`config.mk`:
```
export PLATFORM = sky130hd
export DESIGN_NAME = vedic_div_16by8
export DESIGN_NICKNAME = d
export VERILOG_FILES = /design/src/rtl/vedic_div_16by8.sv
export SDC_FILE = /design/constraint.sdc
export NUM_CORES = 1
export LEC_CHECK = 0
export ABC_AREA = 1
export CAP_MARGIN = 20
export CORE_MARGIN = 2
export CORE_UTILIZATION = 53
export DETAILED_ROUTE_END_ITERATION = 10
export GPL_TIMING_DRIVEN = 0
export HOLD_SLACK_MARGIN = 0.05
export PLACE_DENSITY = 0.8
export SLEW_MARGIN = 25
export SYNTH_ARGS = -nofsm -noshare
export SYNTH_HDL_FRONTEND = slang
export SYNTH_SLANG_ARGS = --single-unit
```
`constraint.sdc`:
```
create_clock -name clk -period 1.8 [get_ports clk]
set_input_delay 0.36 -clock clk [delete_from_list [all_inputs] [get_ports clk]]
set_output_delay 0.36 -clock clk [all_outputs]
set_load 0.005 [all_outputs]
```
`src/rtl/vedic_div_16by8.sv`:
```
// vedic_div_16by8: sequential restoring divider, 16-bit dividend by 8-bit divisor.
// Produces one quotient bit per clock (16 CALC cycles) with valid/ready on both sides.
// Optional macro DIV_FAST_ZERO_EN: divisor 0 or dividend < divisor skips the CALC
// iterations and reaches DONE one cycle after acceptance (results unchanged).
module vedic_div_16by8 (
    input  logic        clk,
    input  logic        rst_n,
    input  logic        in_valid,
    output logic        in_ready,
    input  logic [15:0] dividend,
    input  logic [7:0]  divisor,
    output logic        out_valid,
    input  logic        out_ready,
    output logic [15:0] quotient,
    output logic [7:0]  remainder,
    output logic        busy
);

    typedef enum logic [1:0] {
        S_IDLE = 2'd0,
        S_CALC = 2'd1,
        S_DONE = 2'd2,
        S_FAST = 2'd3
    } state_t;

    state_t      state_q, state_d;
    logic [15:0] dvd_q, dvd_d;   // dividend shifting out MSB-first, quotient bits shifting in
    logic [7:0]  dsr_q, dsr_d;   // latched divisor
    logic [7:0]  rem_q, rem_d;   // partial remainder; bit 8 is always 0 after an update
    logic [4:0]  cnt_q, cnt_d;   // iteration counter
    logic [15:0] quo_q, quo_d;   // published quotient, held until the next result
    logic [7:0]  rmd_q, rmd_d;   // published remainder, held until the next result

    logic [8:0]  shifted;
    logic        take_sub;
    logic [7:0]  rem_nxt;

    // One restoring step: shift in the next dividend bit, subtract when it fits.
    always_comb begin
        shifted  = {rem_q, dvd_q[15]};
        take_sub = (shifted >= {1'b0, dsr_q});
        // When the subtraction is taken the true result is below the divisor,
        // so the low 8 bits of the difference are exact.
        rem_nxt  = take_sub ? (shifted[7:0] - dsr_q) : shifted[7:0];
    end

    // Next-state and datapath update; every target defaults to hold.
    always_comb begin
        state_d = state_q;
        dvd_d   = dvd_q;
        dsr_d   = dsr_q;
        rem_d   = rem_q;
        cnt_d   = cnt_q;
        quo_d   = quo_q;
        rmd_d   = rmd_q;
        case (state_q)
            S_IDLE: begin
                if (in_valid) begin
                    dvd_d = dividend;
                    dsr_d = divisor;
                    rem_d = 8'd0;
                    cnt_d = 5'd0;
`ifdef DIV_FAST_ZERO_EN
                    if ((divisor == 8'd0) || (dividend < {8'd0, divisor})) begin
                        state_d = S_FAST;
                    end else begin
                        state_d = S_CALC;
                    end
`else
                    state_d = S_CALC;
`endif
                end
            end
            S_CALC: begin
                dvd_d = {dvd_q[14:0], take_sub};
                rem_d = rem_nxt;
                cnt_d = cnt_q + 5'd1;
                if (cnt_q == 5'd15) begin
                    quo_d   = {dvd_q[14:0], take_sub};
                    rmd_d   = rem_nxt;
                    state_d = S_DONE;
                end
            end
            S_DONE: begin
                if (out_ready) begin
                    state_d = S_IDLE;
                end
            end
`ifdef DIV_FAST_ZERO_EN
            S_FAST: begin
                // Divisor 0 saturates the quotient; a small dividend is its own remainder.
                quo_d   = (dsr_q == 8'd0) ? 16'hFFFF : 16'h0000;
                rmd_d   = dvd_q[7:0];
                state_d = S_DONE;
            end
`endif
            default: begin
                state_d = S_IDLE;
            end
        endcase
    end

    // State and datapath registers; reset discards any in-flight division.
    always_ff @(posedge clk or negedge rst_n) begin
        if (!rst_n) begin
            state_q <= S_IDLE;
            dvd_q   <= 16'd0;
            dsr_q   <= 8'd0;
            rem_q   <= 8'd0;
            cnt_q   <= 5'd0;
            quo_q   <= 16'd0;
            rmd_q   <= 8'd0;
        end else begin
            state_q <= state_d;
            dvd_q   <= dvd_d;
            dsr_q   <= dsr_d;
            rem_q   <= rem_d;
            cnt_q   <= cnt_d;
            quo_q   <= quo_d;
            rmd_q   <= rmd_d;
        end
    end

    // Handshake and status outputs decode the state alone.
    always_comb begin
        in_ready  = (state_q == S_IDLE);
        busy      = (state_q == S_CALC);
        out_valid = (state_q == S_DONE);
        quotient  = quo_q;
        remainder = rmd_q;
    end

endmodule

```
Yosys cells after proc, flatten, opt, wreduce, memory -nomap -nowiden
Cells that the tools add are included.
{"block": "totals", "reg_bits": 63, "inputBits": 28, "out_inout_bits": 27, "word_cells": 33}
{"block": "op_classes", "addsub": 2, "n_lt_le_gt_ge": 1, "n_eq_ne": 6, "mux": 11, "n_reduce_logical": 6}
{"cell": "one-hot mux 16 bit (2 select lines)", "count": 1}
{"cell": "two-way mux 16 bit", "count": 1}
{"cell": "two-way mux 8 bit", "count": 2}
{"cell": "one-hot mux 8 bit (2 select lines)", "count": 1}
{"cell": "one-hot mux 5 bit (2 select lines)", "count": 1}
{"cell": ">= comparator 9 x 8 -> 1 bit", "count": 1}
{"cell": "subtractor 8 bit", "count": 1}
{"cell": "two-way mux 2 bit", "count": 3}
{"cell": "one-hot mux 2 bit (3 select lines)", "count": 1}
{"cell": "AND reduction 2 bit", "count": 3}
{"cell": "adder 5 x 1 -> 5 bit, second input constant", "count": 1}
{"cell": "== test 5 x 4 -> 1 bit, second input constant", "count": 1}
{"cell": "two-way mux 5 bit", "count": 1}
{"cell": "!= test 2 x 1 -> 1 bit, second input constant", "count": 2}
{"cell": "AND reduction 3 bit", "count": 1}
{"cell": "== test 2 x 1 -> 1 bit, second input constant", "count": 1}
{"cell": "== test 2 bit, second input constant", "count": 1}
{"cell": "logical NOT 2 bit", "count": 1}
{"cell": "!= test 2 bit, second input constant", "count": 1}
{"cell": "nonzero test 2 bit", "count": 1}

Longest topological paths before layout
Gate-level depths: netlist of run 1.
{"block": "depth", "ltp_word": 3, "mapped_depth": 14, "depth_no_buf": 14}

Worst setup path before layout of run 1
No wires, ideal clock.
{"block": "synth_timing", "kind": "reg-to-reg", "start": "register dvd_q[15]", "end": "register rem_q[6]", "setup_ns": 0.117, "arrival_ns": 1.496, "path_slack_ns": 0.187, "path_stages_with_launch": 15, "n_path_buf": 0, "synth_period_minus_slack_ns": 1.613, "cell_sequence": "dfrtp_1 inv_1 ha_1 inv_1 fa_1 inv_1 nor2_1 nand2_1 nand3_1 nand2_1 nand2_1 nand2_1 nand2_1 nand2_1 nand2_1"}
{"block": "synth_between", "elab_chain_len": 3, "word_cells_on_any_way": 4}
{"item": "from (decl)", "line": "27", "text": "logic [15:0] dvd_q, dvd_d;"}
{"item": "from (signal assigned)", "line": "115", "text": "dvd_q <= dvd_d;"}
{"item": "subtractor 8 bit / >= comparator 9 x 8 -> 1 bit (equally long branches)", "line": "44, 41"}
{"item": "two-way mux 8 bit *", "line": "44", "text": "rem_nxt = take_sub ? (shifted[7:0] - dsr_q) : shifted[7:0];"}
{"item": "one-hot mux 8 bit (2 select lines) *", "line": "56", "text": "case (state_q)"}
{"item": "to (signal assigned)", "line": "117", "text": "rem_q <= rem_d;"}
{"item": "to (decl)", "line": "29", "text": "logic [7:0] rem_q, rem_d;"}
Mark *: on every way between the ends. The rest lies on a longest branch, timed or not.
A chain may end at the register's enable or synchronous reset.

Worst setup path after layout of run 1
{"block": "layout_timing", "start": "register dvd_q[15]", "end": "register rmd_q[4], in the netlist remainder[4]"}
{"block": "layout_between", "elab_chain_len": 2, "word_cells_on_any_way": 3}
{"item": "subtractor 8 bit / >= comparator 9 x 8 -> 1 bit (equally long branches)", "line": "44, 41"}
{"item": "two-way mux 8 bit *", "line": "44"}
{"item": "to (signal assigned)", "line": "120", "text": "rmd_q <= rmd_d;"}
{"item": "to (decl)", "line": "32", "text": "logic [7:0] rmd_q, rmd_d;"}
Marks and branches as above.

==> results of run 1 <==
state kept, by name, indices dropped and copies added (netlist names):
name and flops:
cnt_q 5, dsr_q 8, dvd_q 16, quotient 16, rem_q 8, remainder 8
state_q 2
worst max-delay path, delay by kind of cell (launching register included):
family / cells / cell delay [ns]
and+or+nand+nor: 6 / 0.46
buffers and inverters: 3 / 0.20
DFF: 1 / 0.37
adders and majority gates: 2 / 0.55
xor gates and xnor gates: 1 / 0.19
layout make-up:
type / count / share of cell area [%]
multi-input combinational: 237 / 34.2
sequential: 63 / 37.6
inverter: 46 / 4.34
clock buffer: 12 / 3.45
buffer: 12 / 1.87
timing repair buffer: 66 / 15.3
tap: 72 / 2.14
clock inverter: 4 / 1.07
logic make-up (layout without fill, tap and decap cells):
kind of cell / count (synthesis) / in the layout
xor+xnor: 4 / 4
simple gates: 170 / 171
mux: 1 / 1
buf+inv: 60 / 140
compound gates: 50 / 50
fa+ha+maj: 11 / 11
flops: 63 / 63
worst max path at each step:
stage,startpoint,endpoint,slack [ns],cells past startpoint
2_1_floorplan,dvd_q[15]$_DFFE_PN0P_,rem_q[6]$_DFFE_PN0P_,0.19,14
3_3_place_gp,rst_n,cnt_q[0]$_DFFE_PN0P_,-1.65,1
3_5_place_dp,state_q[1]$_DFFE_PN0P_,busy,-0.11,5
4_1_cts,dvd_q[15]$_DFFE_PN0P_,remainder[4]$_DFFE_PN0P_,0.009,12
5_1_grt,dvd_q[15]$_DFFE_PN0P_,remainder[6]$_DFFE_PN0P_,-0.12,14
6_report,dvd_q[15]$_DFFE_PN0P_,remainder[4]$_DFFE_PN0P_,-0.04,12
stage by stage:
stage,setup slack [ns],std cells,cell area [µm²],hold slack (ns)
after floorplan,0.187,359,3120,0.0644
after global placement,-1.65,485,3750,0.466
after detailed placement,-0.105,486,3770,0.259
after CTS,0.00895,507,4040,0.455
after global routing,-0.115,512,4210,0.482
final,-0.0395,512,4210,0.438
repair_timing:
item                                    CTS  global route
gates cloned                              1             0
resized for setup                        12            34
buffers inserted                          5             5
pin swaps                                 4            12
endpoints found under the hold margin    19             0
hold buffers                              1             0
endpoints found under the setup margin   22            34
layer usage:
layer  vias to the layer above  wire, µm  global-route usage (%)
met5                         -         0                       0
met4                         0       201                    11.7
met3                        19       535                    4.33
met2                       129      3800                    37.4
met1                      1338      3430                    34.6
li1                       1323         -                       -
power breakdown:
part	total (mW)	internal [mW]	leakage [nW]	switching, mW
Clock	1.20	0.671	0.100	0.528
Combinational	4.80	2.18	1.20	2.62
Sequential	2.51	2.09	0.743	0.415
cells in the final DEF, fill, tap and decap left out, drive strengths merged, types with 3 or more instances in the layout:
master,n
clkdlybuf4s50,50
nand3b,4
nor3,14
ha,10
dfrtp,63
nand3,22
xnor2,3
inv,46
nor2,21
clkinv,3
buf,21
a221oi,13
o211ai,3
clkbuf,15
a21oi,11
o21ai,19
nand2,108
==> impl_metrics.py, run 1 <==
metrics = {
    "run_status": {
        "status": "complete, but fails checks",
        "violations": "negative setup slack",
    },
    "place": {
        "io_buffers": 54,
        "dp_hpwl_mm": 5.08,
        "place.gp.congestion": 0.896,
    },
    "logic_synthesis": {
        "syn-instance-count": 359,
        "yosys.area_share.simple_pct": 25.1,
        "yosys_warnings": 0,
        "synth_largest_area_cell": "dfrtp_1",
        "synth_cell_types": 33,
        "synth_compound_area_share_pct": 10.1,
        "synthAdderAreaFrac_pct": 4.65,
        "syn-num-nets": 398,
        "synth_top_family_by_area": "simple AND/OR/NAND/NOR gates",
        "synth.area.mux_share_pct": 0.361,
        "synth.top_cell.area_share_pct": 50.5,
        "synth_edf_count": 0,
        "ys_seq_area_share_pct": 50.5,
        "synth_flop_cell": "dfrtp_1",
        "synth-seq-cells": 63,
        "synth_area_leaders": "dfrtp_1 51%, nand2_1 12%, inv_1 5.2%",
        "yosys-top-cells-count": "101 x nand2_1, 63 x dfrtp_1, 43 x inv_1",
        "async_reset_ff_share_pct": 100,
        "yosys.area_share.xor_xnor_pct": 1.12,
        "syn_area_um2": 3120,
        "syn_avg_cell_area_um2": 8.69,
        "yosysMostFrequentCell": "nand2_1",
    },
    "critical_path": {
        "path_class": "reg2reg",
        "critPathLaunchType": "register",
        "rr_worst_depth": 12,
        "cp_slowest_cell": "fa_2",
        "worst_ep_arrival_time_ns": 2.12,
        "required_ns": 2.08,
        "path_max_fanout": 3,
        "worstPathCellList": "inv_2 > ha_4 > inv_4 > fa_2 > inv_2 > nor2_2 > nor2_1 > xnor2_1 > nand2_1 > nand2_2 > nand2_1 > nand2_1",
        "r2r_slack_ns": -0.04,
        "crit_path_frequent_cell": "nand2_1",
        "r2r_start": "dvd_q[15]$_DFFE_PN0P_",
        "r2r_end": "remainder[4]$_DFFE_PN0P_",
        "cp-end-kind": "register",
        "cp_slowest_stage_delay_ns": 0.40,
    },
    "final_layout": {
        "multi_input_area_um2": 1440,
        "seqCellArea_um2": 1580,
        "synthToLayoutAreaGrowth_pct": 34.8,
        "drive_gt1_share_pct": 19.1,
        "num_antenna_cells": 0,
        "nFillCells": 430,
        "final_nets": 474,
        "post-route-util_pct": 75.0,
    },
    "sta": {
        "finalSetupTns_ns": -0.0673,
        "fin_ws_ns": -0.0395,
        "hold_viol": 0,
        "rsz0062_at_grt": "yes",
        "drv_slew": 0,
        "min_period_over_period_pct": 102,
        "fmax_mhz": 544,
        "worst_pin_slew_ns": 0.306,
        "fin_skew_ns": 0.00633,
        "setup_viol_count_final": 2,
        "maxSlewHeadroom_pct": 79.6,
        "period_needed_ns": 1.84,
    },
    "route": {
        "ant_nets": 0,
        "drt_wl_total_mm": 7.96,
        "via_per_inst": 5.49,
        "drtIter0Drc": 230,
        "via_count": 2809,
        "wl_per_cell_um": 15.5,
        "drc": 0,
        "drt_first_pass_iters": 5,
    },
    "die": {
        "start_util_pct": 55.6,
        "dieArea_um2": 6520,
        "fp.dieW_um": 80.7,
        "row_count": 27,
        "core-area_um2": 5610,
        "die_y_um": 80.7,
        "io-pin-count": 55,
    },
    "clock_network": {
        "cts.sinks": 63,
        "root_buffer": "clkbuf_8",
        "clk_path_buf_depth": 2,
        "clk_latency_ns": 0.34,
        "htree_levels": 3,
        "cts_tree": "yes",
        "cts_buffers": 9,
        "clk_pin_slew_ns": 0.07,
    },
    "grt": {
        "track_usage_pct": 24.6,
        "grt_pass1_wl_mm": 12.1,
        "grt_max_degree": 45,
        "gr-total-overflow": 0,
        "grt_pass1_vias": 2613,
        "antenna_found_initial": 0,
    },
    "flow_run": {
        "maxCapViolCount": 0,
    },
    "power": {
        "power_mw": 8.50,
        "p_leak_nw": 2.05,
        "ir_drop_uv": 1060,
        "power_density_nw_per_um2": 2020,
    },
    "worst_hold_path": {
        "hold_class": "in2async",
    },
}
(Power assumes the default switching activity.)
==> run 2, diff against run 1 <==
- PLACE_DENSITY: 0.8 -> 0.77
==> run 2 against run 1 <==
The run still ends with negative setup slack left. Register-to-register slack got worse by 0.09 ns. Design area rose by 0.30%. Clock-buffer cell count unchanged. Utilization increased by 0.22 points. Via count down 1.1%. Power down 1.4%. Critical path type unchanged. Global-route usage increased by 0.85 points. Combinational power is 0.8% lower.
==> impl_metrics.py, run 2 (synthesis results as in run 1) <==
metrics = {
    "run_status": {
        "status": "complete, but fails checks",
        "violations": "negative setup slack",
    },
    "sta": {
        "period_needed_ns": 1.93,
        "fmax_mhz": 519,
        "setup_viol_count_final": 2,
        "finalSetupTns_ns": -0.223,
        "hold_viol": 0,
        "fin_skew_ns": 0.00369,
        "fin_ws_ns": -0.125,
        "min_period_over_period_pct": 107,
        "whs_ns": 0.459,
        "maxSlewHeadroom_pct": 77.8,
        "drv_slew": 0,
        "rsz0062_at_grt": "yes",
        "worst_pin_slew_ns": 0.333,
    },
    "critical_path": {
        "worst_ep_arrival_time_ns": 2.16,
        "cp-end-kind": "register",
        "required_ns": 2.03,
        "critPathLaunchType": "register",
        "cp_slowest_cell": "fa_2",
        "path_max_fanout": 3,
        "path_class": "reg2reg",
        "worst-path-buf-inv": 3,
        "worstPathCellList": "inv_2 > ha_4 > inv_4 > fa_2 > inv_2 > nor2_2 > nand2_1 > nand3_1 > nand2_1 > nand2_1 > nand2_1 > nand2_1 > nand2_1 > nand2_1",
        "crit_path_frequent_cell": "nand2_1",
        "cpLargestDelayFamily": "simple AND/OR/NAND/NOR gates",
        "cp_slowest_stage_delay_ns": 0.41,
    },
    "grt": {
        "track_usage_pct": 25.5,
        "grt_pass1_wl_mm": 12.4,
        "grt_max_degree": 41,
        "antenna_found_initial": 0,
        "gr-total-overflow": 0,
        "grt_pass1_vias": 2606,
    },
    "clock_network": {
        "clk_pin_slew_ns": 0.07,
        "clk_path_buf_depth": 2,
        "root_buffer": "clkbuf_8",
        "cts_buffers": 9,
        "cts.sinks": 63,
        "clk_latency_ns": 0.34,
        "cts_tree": "yes",
        "htree_levels": 3,
    },
    "final_layout": {
        "final_nets": 479,
        "drive_gt1_share_pct": 18.7,
        "final_common_cell": "nand2_1",
        "instances_no_fill": 516,
        "final_cell_mix": "99 x nand2_1, 62 x dfrtp_1, 50 x clkdlybuf4s50_1, 36 x inv_1, 20 x nand3_1",
        "synthToLayoutAreaGrowth_pct": 35.2,
        "num_antenna_cells": 0,
        "post-route-util_pct": 75.3,
        "final_area_um2": 4220,
    },
    "route": {
        "ant_nets": 0,
        "drt_wl_total_mm": 7.88,
        "via_count": 2777,
        "drc": 0,
        "via_per_inst": 5.38,
        "wl_per_cell_um": 15.3,
        "drt_first_pass_iters": 5,
        "drtIter0Drc": 227,
    },
    "place": {
        "placed_cells_incl_taps": 486,
        "pre_cts_ws_ns": -0.0927,
        "place.gp.congestion": 0.891,
        "dp_hpwl_mm": 5.21,
        "placed_area_um2": 3770,
        "io_buffers": 54,
    },
    "power": {
        "power_mw": 8.38,
        "power_density_nw_per_um2": 1990,
        "ir_drop_uv": 1120,
        "p_leak_nw": 2.05,
    },
    "die": {
        "dieArea_um2": 6520,
        "fp.dieW_um": 80.7,
        "row_count": 27,
        "core-area_um2": 5610,
        "die_y_um": 80.7,
        "io-pin-count": 55,
        "start_util_pct": 55.6,
    },
    "worst_hold_path": {
        "hold_class": "in2async",
    },
    "flow_run": {
        "maxCapViolCount": 0,
    },
}
==> run 2: path summary, 6_finish.rpt <==
kind / slack (ns) / start / cells after the start / to
max reg2reg: -0.13 / dvd_q[15]$_DFFE_PN0P_ / 14 / remainder[6]$_DFFE_PN0P_
max in group asynchronous: 0.84 / rst_n / 3 / cnt_q[3]$_DFFE_PN0P_
min: 0.46 / rst_n / 2 / dsr_q[5]$_DFFE_PN0P_
min in group clk: 0.47 / remainder[6]$_DFFE_PN0P_ / 2 / remainder[6]$_DFFE_PN0P_
max: -0.13 / dvd_q[15]$_DFFE_PN0P_ / 14 / remainder[6]$_DFFE_PN0P_
min reg2reg: 0.47 / remainder[6]$_DFFE_PN0P_ / 2 / remainder[6]$_DFFE_PN0P_
==> run 2: timing repair <==
| item | 4_1_cts | 5_1_grt |
|---|---|---|
| endpoints found under the setup margin | 18 | 35 |
| endpoints found under the hold margin | 23 | 0 |
| cloned | 0 | 1 |
| hold buffers | 1 | 0 |
| buffers inserted | 5 | 9 |
| pin swaps | 1 | 12 |
| resized for setup | 12 | 30 |
==> run 2: layout make-up <==
type	count	area, µm²
inverters	46	183
clock buffers	12	165
well taps	72	90.1
repair buffers	70	677
fillers	410	1390
multi-input cells	237	1420
flip-flops and latches	63	1580
plain buffers	13	86.3
clock inverters	3	17.5
==> run 2: per-layer routing <==
metal  share of wire, %  wire, µm  vias up  global-route usage (%)
met1                 46      3610     1330                    36.8
met5                  0         0        -                       0
met4                2.2       172        0                    13.1
met3                5.6       441       15                    3.33
li1                   -         -     1331                       -
met2                 46      3660      101                    37.9
==> run 2: where the power goes <==
group	internal (mW)	total [mW]	switching (mW)	leakage (nW)
combinational	2.17	4.76	2.59	1.21
clock	0.600	1.14	0.542	0.0942
sequential	2.08	2.48	0.398	0.747
==> run 3, diff against run 2 <==
- RECOVER_POWER: unset -> 25
==> run 3 against run 2 <==
The flow still finishes with violations (negative setup slack). Combinational power about the same. Wire length about the same. Sequential power is essentially flat. Die area is the same. Critical path depth unchanged. Global-route usage is the same. Final cell count did not move. Worst hold slack gained 0.015 ns. Critical path type unchanged. Largest cell class unchanged. Largest power group unchanged.
==> impl_metrics.py, run 3 (synthesis results as in run 1) <==
metrics = {
    "final_layout": {
        "post-route-util_pct": 75.0,
        "seqCellArea_um2": 1580,
        "num_antenna_cells": 0,
        "final_cell_mix": "99 x nand2_1, 62 x dfrtp_1, 50 x clkdlybuf4s50_1, 36 x inv_1, 20 x nand3_1",
        "multi_input_area_um2": 1420,
        "final_nets": 479,
        "drive_gt1_share_pct": 18.7,
        "synthToLayoutAreaGrowth_pct": 34.8,
        "final_common_cell": "nand2_1",
        "nFillCells": 413,
    },
    "route": {
        "drt-met1-wl_mm": 3.64,
        "wl_met2_mm": 3.66,
        "drt_wl_total_mm": 7.88,
        "drt_first_pass_iters": 5,
        "ant_nets": 0,
        "via_count": 2778,
        "drtIter0Drc": 227,
        "wl_met3_um": 417,
        "wl_per_cell_um": 15.3,
        "via_per_inst": 5.38,
        "highest_layer": "met4",
        "drc": 0,
    },
    "grt": {
        "grt_pass1_wl_mm": 12.4,
        "gr-total-overflow": 0,
        "antenna_found_initial": 0,
        "grt_max_degree": 41,
        "track_usage_pct": 25.5,
        "grt_pass1_vias": 2606,
    },
    "flow_run": {
        "maxCapViolCount": 0,
    },
    "die": {
        "io-pin-count": 55,
        "dieArea_um2": 6520,
        "start_util_pct": 55.6,
        "row_count": 27,
        "core-area_um2": 5610,
        "fp.dieW_um": 80.7,
        "die_y_um": 80.7,
    },
    "critical_path": {
        "cp-end-kind": "register",
        "path_max_fanout": 3,
        "critPathLaunchType": "register",
        "r2r_end": "remainder[6]$_DFFE_PN0P_",
        "cp_slowest_stage_delay_ns": 0.40,
        "cpLargestDelayFamily": "simple AND/OR/NAND/NOR gates",
        "worst-path-buf-inv": 3,
        "crit_path_start": "dvd_q[15]$_DFFE_PN0P_",
        "worstPathCellList": "inv_2 > ha_4 > inv_4 > fa_2 > inv_2 > nor2_2 > nand2_1 > nand3_1 > nand2_1 > nand2_1 > nand2_1 > nand2_1 > nand2_1 > nand2_1",
        "crit_path_frequent_cell": "nand2_1",
        "path_class": "reg2reg",
        "r2r_slack_ns": -0.12,
        "worst_ep_arrival_time_ns": 2.15,
        "cp_slowest_cell": "fa_2",
        "required_ns": 2.03,
        "r2r_start": "dvd_q[15]$_DFFE_PN0P_",
        "rr_worst_depth": 14,
    },
    "sta": {
        "worst_pin_slew_ns": 0.607,
        "min_period_over_period_pct": 107,
        "setup_viol_count_final": 2,
        "rsz0062_at_grt": "yes",
        "whs_ns": 0.474,
        "hold_viol": 0,
        "fin_ws_ns": -0.118,
        "drv_slew": 0,
        "period_needed_ns": 1.92,
        "fin_skew_ns": 0.00386,
        "fmax_mhz": 521,
        "maxSlewHeadroom_pct": 59.5,
        "finalSetupTns_ns": -0.210,
    },
    "run_status": {
        "violations": "negative setup slack",
        "status": "complete, but fails checks",
    },
    "clock_network": {
        "clk_pin_slew_ns": 0.07,
        "cts.sinks": 63,
        "root_buffer": "clkbuf_8",
        "clk_latency_ns": 0.34,
        "cts_tree": "yes",
        "cts_buffers": 9,
        "clk_path_buf_depth": 2,
        "htree_levels": 3,
    },
    "worst_hold_path": {
        "hold_class": "reg2reg",
        "holdPathStages": 2,
        "hold_start": "remainder[6]$_DFFE_PN0P_",
        "min_to": "remainder[6]$_DFFE_PN0P_",
    },
    "power": {
        "ir_drop_uv": 1120,
        "p_leak_nw": 2.05,
        "power_density_nw_per_um2": 1990,
        "power_mw": 8.38,
    },
    "place": {
        "pre_cts_ws_ns": -0.0927,
        "place.gp.congestion": 0.891,
        "io_buffers": 54,
        "dp_hpwl_mm": 5.21,
    },
}
run 3: cell count changes in the layout (fill, tap and decap cells not counted):
cell      before  now
clkbuf_2       1    2
buf_4         18   17
buf_12         1    0
clkbuf_4       2    3
run 3: metal layers:
| layer | vias to the layer above | global-route usage [%] |
|---|---|---|
| met5 | - | 0 |
| met3 | 15 | 3.33 |
| li1 | 1331 | - |
| met2 | 98 | 37.9 |
| met4 | 0 | 13.1 |
| met1 | 1334 | 36.8 |
run 3: worst reg2reg max path, stage by stage, from the launching register on:
cell     delay (ns)
dfrtp_1        0.37
inv_2          0.09
ha_4           0.14
inv_4          0.04
fa_2           0.40
inv_2          0.07
nor2_2         0.04
nand2_1        0.11
nand3_1        0.09
nand2_1        0.09
nand2_1        0.09
nand2_1        0.08
nand2_1        0.07
nand2_1        0.07
nand2_1        0.06
run 3: where the power goes:
part / total, mW / switching (mW) / leakage [nW] / internal [mW]
sequential: 2.48 / 0.398 / 0.747 / 2.08
clock: 1.14 / 0.543 / 0.0942 / 0.600
combinational: 4.76 / 2.59 / 1.21 / 2.17
run 3: how the worst max path moves through the flow:
stage	endpoint	slack, ns	depth (start not counted)
6_report	remainder[6]$_DFFE_PN0P_	-0.12	14
3_5_place_dp	busy	-0.09	5
3_3_place_gp	cnt_q[0]$_DFFE_PN0P_	-1.66	1
5_1_grt	remainder[6]$_DFFE_PN0P_	-0.23	14
2_1_floorplan	rem_q[6]$_DFFE_PN0P_	0.19	14
4_1_cts	out_valid	0.001	2
run 3: stage by stage:
stage,std cells,instance area (µm²)
3_3_place_gp,485,3750
4_1_cts,506,4030
3_5_place_dp,486,3770
5_1_grt,516,4210
2_1_floorplan,359,3120
6_report,516,4210
run 3: timing repair:
action / CTS / global route
setup endpoints to repair: 18 / 35
resized for setup: 12 / 30
hold buffers: 1 / 0
pin swaps: 1 / 12
endpoints found under the hold margin: 23 / 0
setup buffers: 5 / 9
gates cloned: 0 / 1
run 3: final cells by class:
class | instances | share of cell area, %
clock inverters | 3 | 0.417
repair buffers | 70 | 15.7
multi-input cells | 237 | 33.9
flip-flops and latches | 63 | 37.5
clock buffers | 12 | 3.93
inverters | 46 | 4.34
well taps | 72 | 2.14
plain buffers | 13 | 2.05
==> RTL change, RTL diff (settings of run 2) <==
The 4 states of `state_t` get a one-hot encoding in 4 bits.
--- a/src/rtl/vedic_div_16by8.sv
+++ b/src/rtl/vedic_div_16by8.sv
@@ -17,9 +17,9 @@
 );
 
-    typedef enum logic [1:0] {
-        S_IDLE = 2'd0,
-        S_CALC = 2'd1,
-        S_DONE = 2'd2,
-        S_FAST = 2'd3
+    typedef enum logic [3:0] {
+        S_IDLE = 4'b0001,
+        S_CALC = 4'b0010,
+        S_DONE = 4'b0100,
+        S_FAST = 4'b1000
     } state_t;
 
Behaviour: no difference found for any inputs over 10 cycles, from zero or initial values and one cycle with rst_n low; not proved beyond that.
==> RTL change against run 2 <==
Final area grew 4.3%. Critical path type unchanged. Combinational power shrank 24%. Sequential cell count grew 1. Synthesized area grew 1.7%. Utilization is essentially flat. The run still ends with negative setup slack left. Sequential power shrank 12%. Wire length shrank 0.53%. Setup slack gained 0.088 ns. Largest cell class unchanged. Power shrank 18%.
==> RTL change: results (changes against run 2) <==
- Final setup vio count: 4 (+2)
- Clock Latency Late Sink: 0.35 ns
- Via density: 5.24 (-2.6%)
- Initial antenna violation count: 0 (unchanged)
- H-Tree Depth: 3 (unchanged)
- CP max FO: 6 (+3)
- Setup Skew: 0.00651 ns (+0.00282 ns)
- Placed cell count: 491 (+1.0%)
- DPL Wire Length: 5070 µm (-2.8%)
- Switching share of power: 0.406 (-0.0148)
- Met1 usage: 0.305 (-0.0633)
- Clock Power Share: 0.165 (+0.029)
- Met2 Track Usage GR: 0.398 (+0.0192)
- Worst-case clock buffer depth: 2 (unchanged)
- Clock transition at the registers of the reported paths: 0.07 ns (about the same)
- Port bufs: 54 (unchanged)
- Gp weighted congestion: 0.887 (-0.52%)
- Initial DRC count: 146 (-36%)
- Setup ws final: -0.0368 ns (+0.0882 ns)
- Worst slew pin tran: 0.512 ns (+0.179 ns)
- Dpl ws: -0.00338 ns (+0.0893 ns)
- Top cells by area, synth: dfrtp_1 50%, nand2_1 11%, inv_1 5.1%
- Register area share after synthesis: 0.505 (about the same)
- Leading cell types by count after synthesis: 95 x nand2_1, 63 x dfrtp_1, 43 x inv_1, 22 x nand3_1
- Violated checks: negative setup slack
- Antenna cells: 0 (unchanged)
- Top_reg_cell synth: dfrtp_1
- Detailed Routing Iterations Pass 1: 4 (-1)
- First-pass GRT wire length: 12,000 µm (-3.2%)
- Cell count after synthesis: 361 (+0.56%)
- Layout cell share with drive strength beyond 1: 0.267 (+0.0800)
- Vias in the first global route: 2,674 (+2.6%)
- Slowest cell delay on critical path: 0.44 ns (+0.03 ns)
- CP arrival: 2.12 ns (-0.04 ns)
- Unique masters post-synth: 33 (unchanged)
- Vias: 2,788 (+0.40%)
- Critical-path top delay cell: dfrtp_1
- Asr flop ratio synth: 1.00 (unchanged)
- Hold Path Class: primary input to async pin
- Placed Area: 3830 µm² (+1.5%)
- Routing usage on met3: 0.0511 (+0.0178)
- Power Dens Cells: 1570 nW/µm² (-21%)
- Wire per inst: 14.7 µm (-3.5%)
- Largest net degree at the start of global routing: 44 (+7.3%)
- Comb pwr share: 0.521 (-0.047)
- Status: finished, violations left
- Num CTS Buffers: 9 (unchanged)
- Net Count, Synth: 400 (+0.50%)
- Total GRT Usage: 0.243 (-0.0120)
- Leak Pwr: 2.14 nW (+4.0%)
- Worst VDD drop: 0.721 mV (-35%)
==> RTL change: kinds of logic after synthesis <==
kind of cell,synth area share
AND/OR/NAND/NOR,0.228
AO/OA/AOI/OAI,0.126
flip-flops,0.505
buffers and inverters,0.0836
adder cells (fa/ha/maj),0.0457
XOR/XNOR,0.00828
multiplexers,0.00355
==> RTL change: what timing repair did <==
item | 4_1_cts | 5_1_grt
hold buffers | 1 | 0
endpoints found under the setup margin | 7 | 30
cloned | 0 | 1
resized for setup | 9 | 45
setup buffers | 5 | 19
pin swaps | 2 | 18
hold endpoints to repair | 20 | 0
==> RTL change: stage by stage <==
stage	TNS [ns]	hold slack [ns]
final	-0.0900	0.443
after global routing	-0.764	0.477
after CTS	0	0.446
after detailed placement	-0.00338	0.270
after global placement	-110.79	0.464
after floorplan	0	0.0644
==> RTL change: cell type report <==
cell class                 instances  area [µm²]
sequential                        64        1610
multi-input combinational        238        1480
fill                             436        1450
timing repair buffer              80         769
inverter                          47         181
clock buffer                      11         151
tap                               75        93.8
buffer                            12        88.8
clock inverter                     5        31.3
==> RTL change: final timing paths <==
| kind | start | end | cells past startpoint |
|---|---|---|---|
| min | rst_n | dsr_q[5] | 2 |
| max reg2reg | rem_q[2] | remainder[6] | 12 |
| max | rem_q[2] | remainder[6] | 12 |
| min reg2reg | remainder[6] | remainder[6] | 2 |
| min in group clk | remainder[6] | remainder[6] | 2 |
| max in group asynchronous | rst_n | quotient[5] | 3 |
==> RTL change: per-layer routing <==
| metal | vias up | wire length [µm] |
|---|---|---|
| li1 | 1352 | - |
| met1 | 1357 | 3270 |
| met2 | 63 | 4020 |
| met3 | 16 | 328 |
| met4 | 0 | 209 |
| met5 | - | 0 |
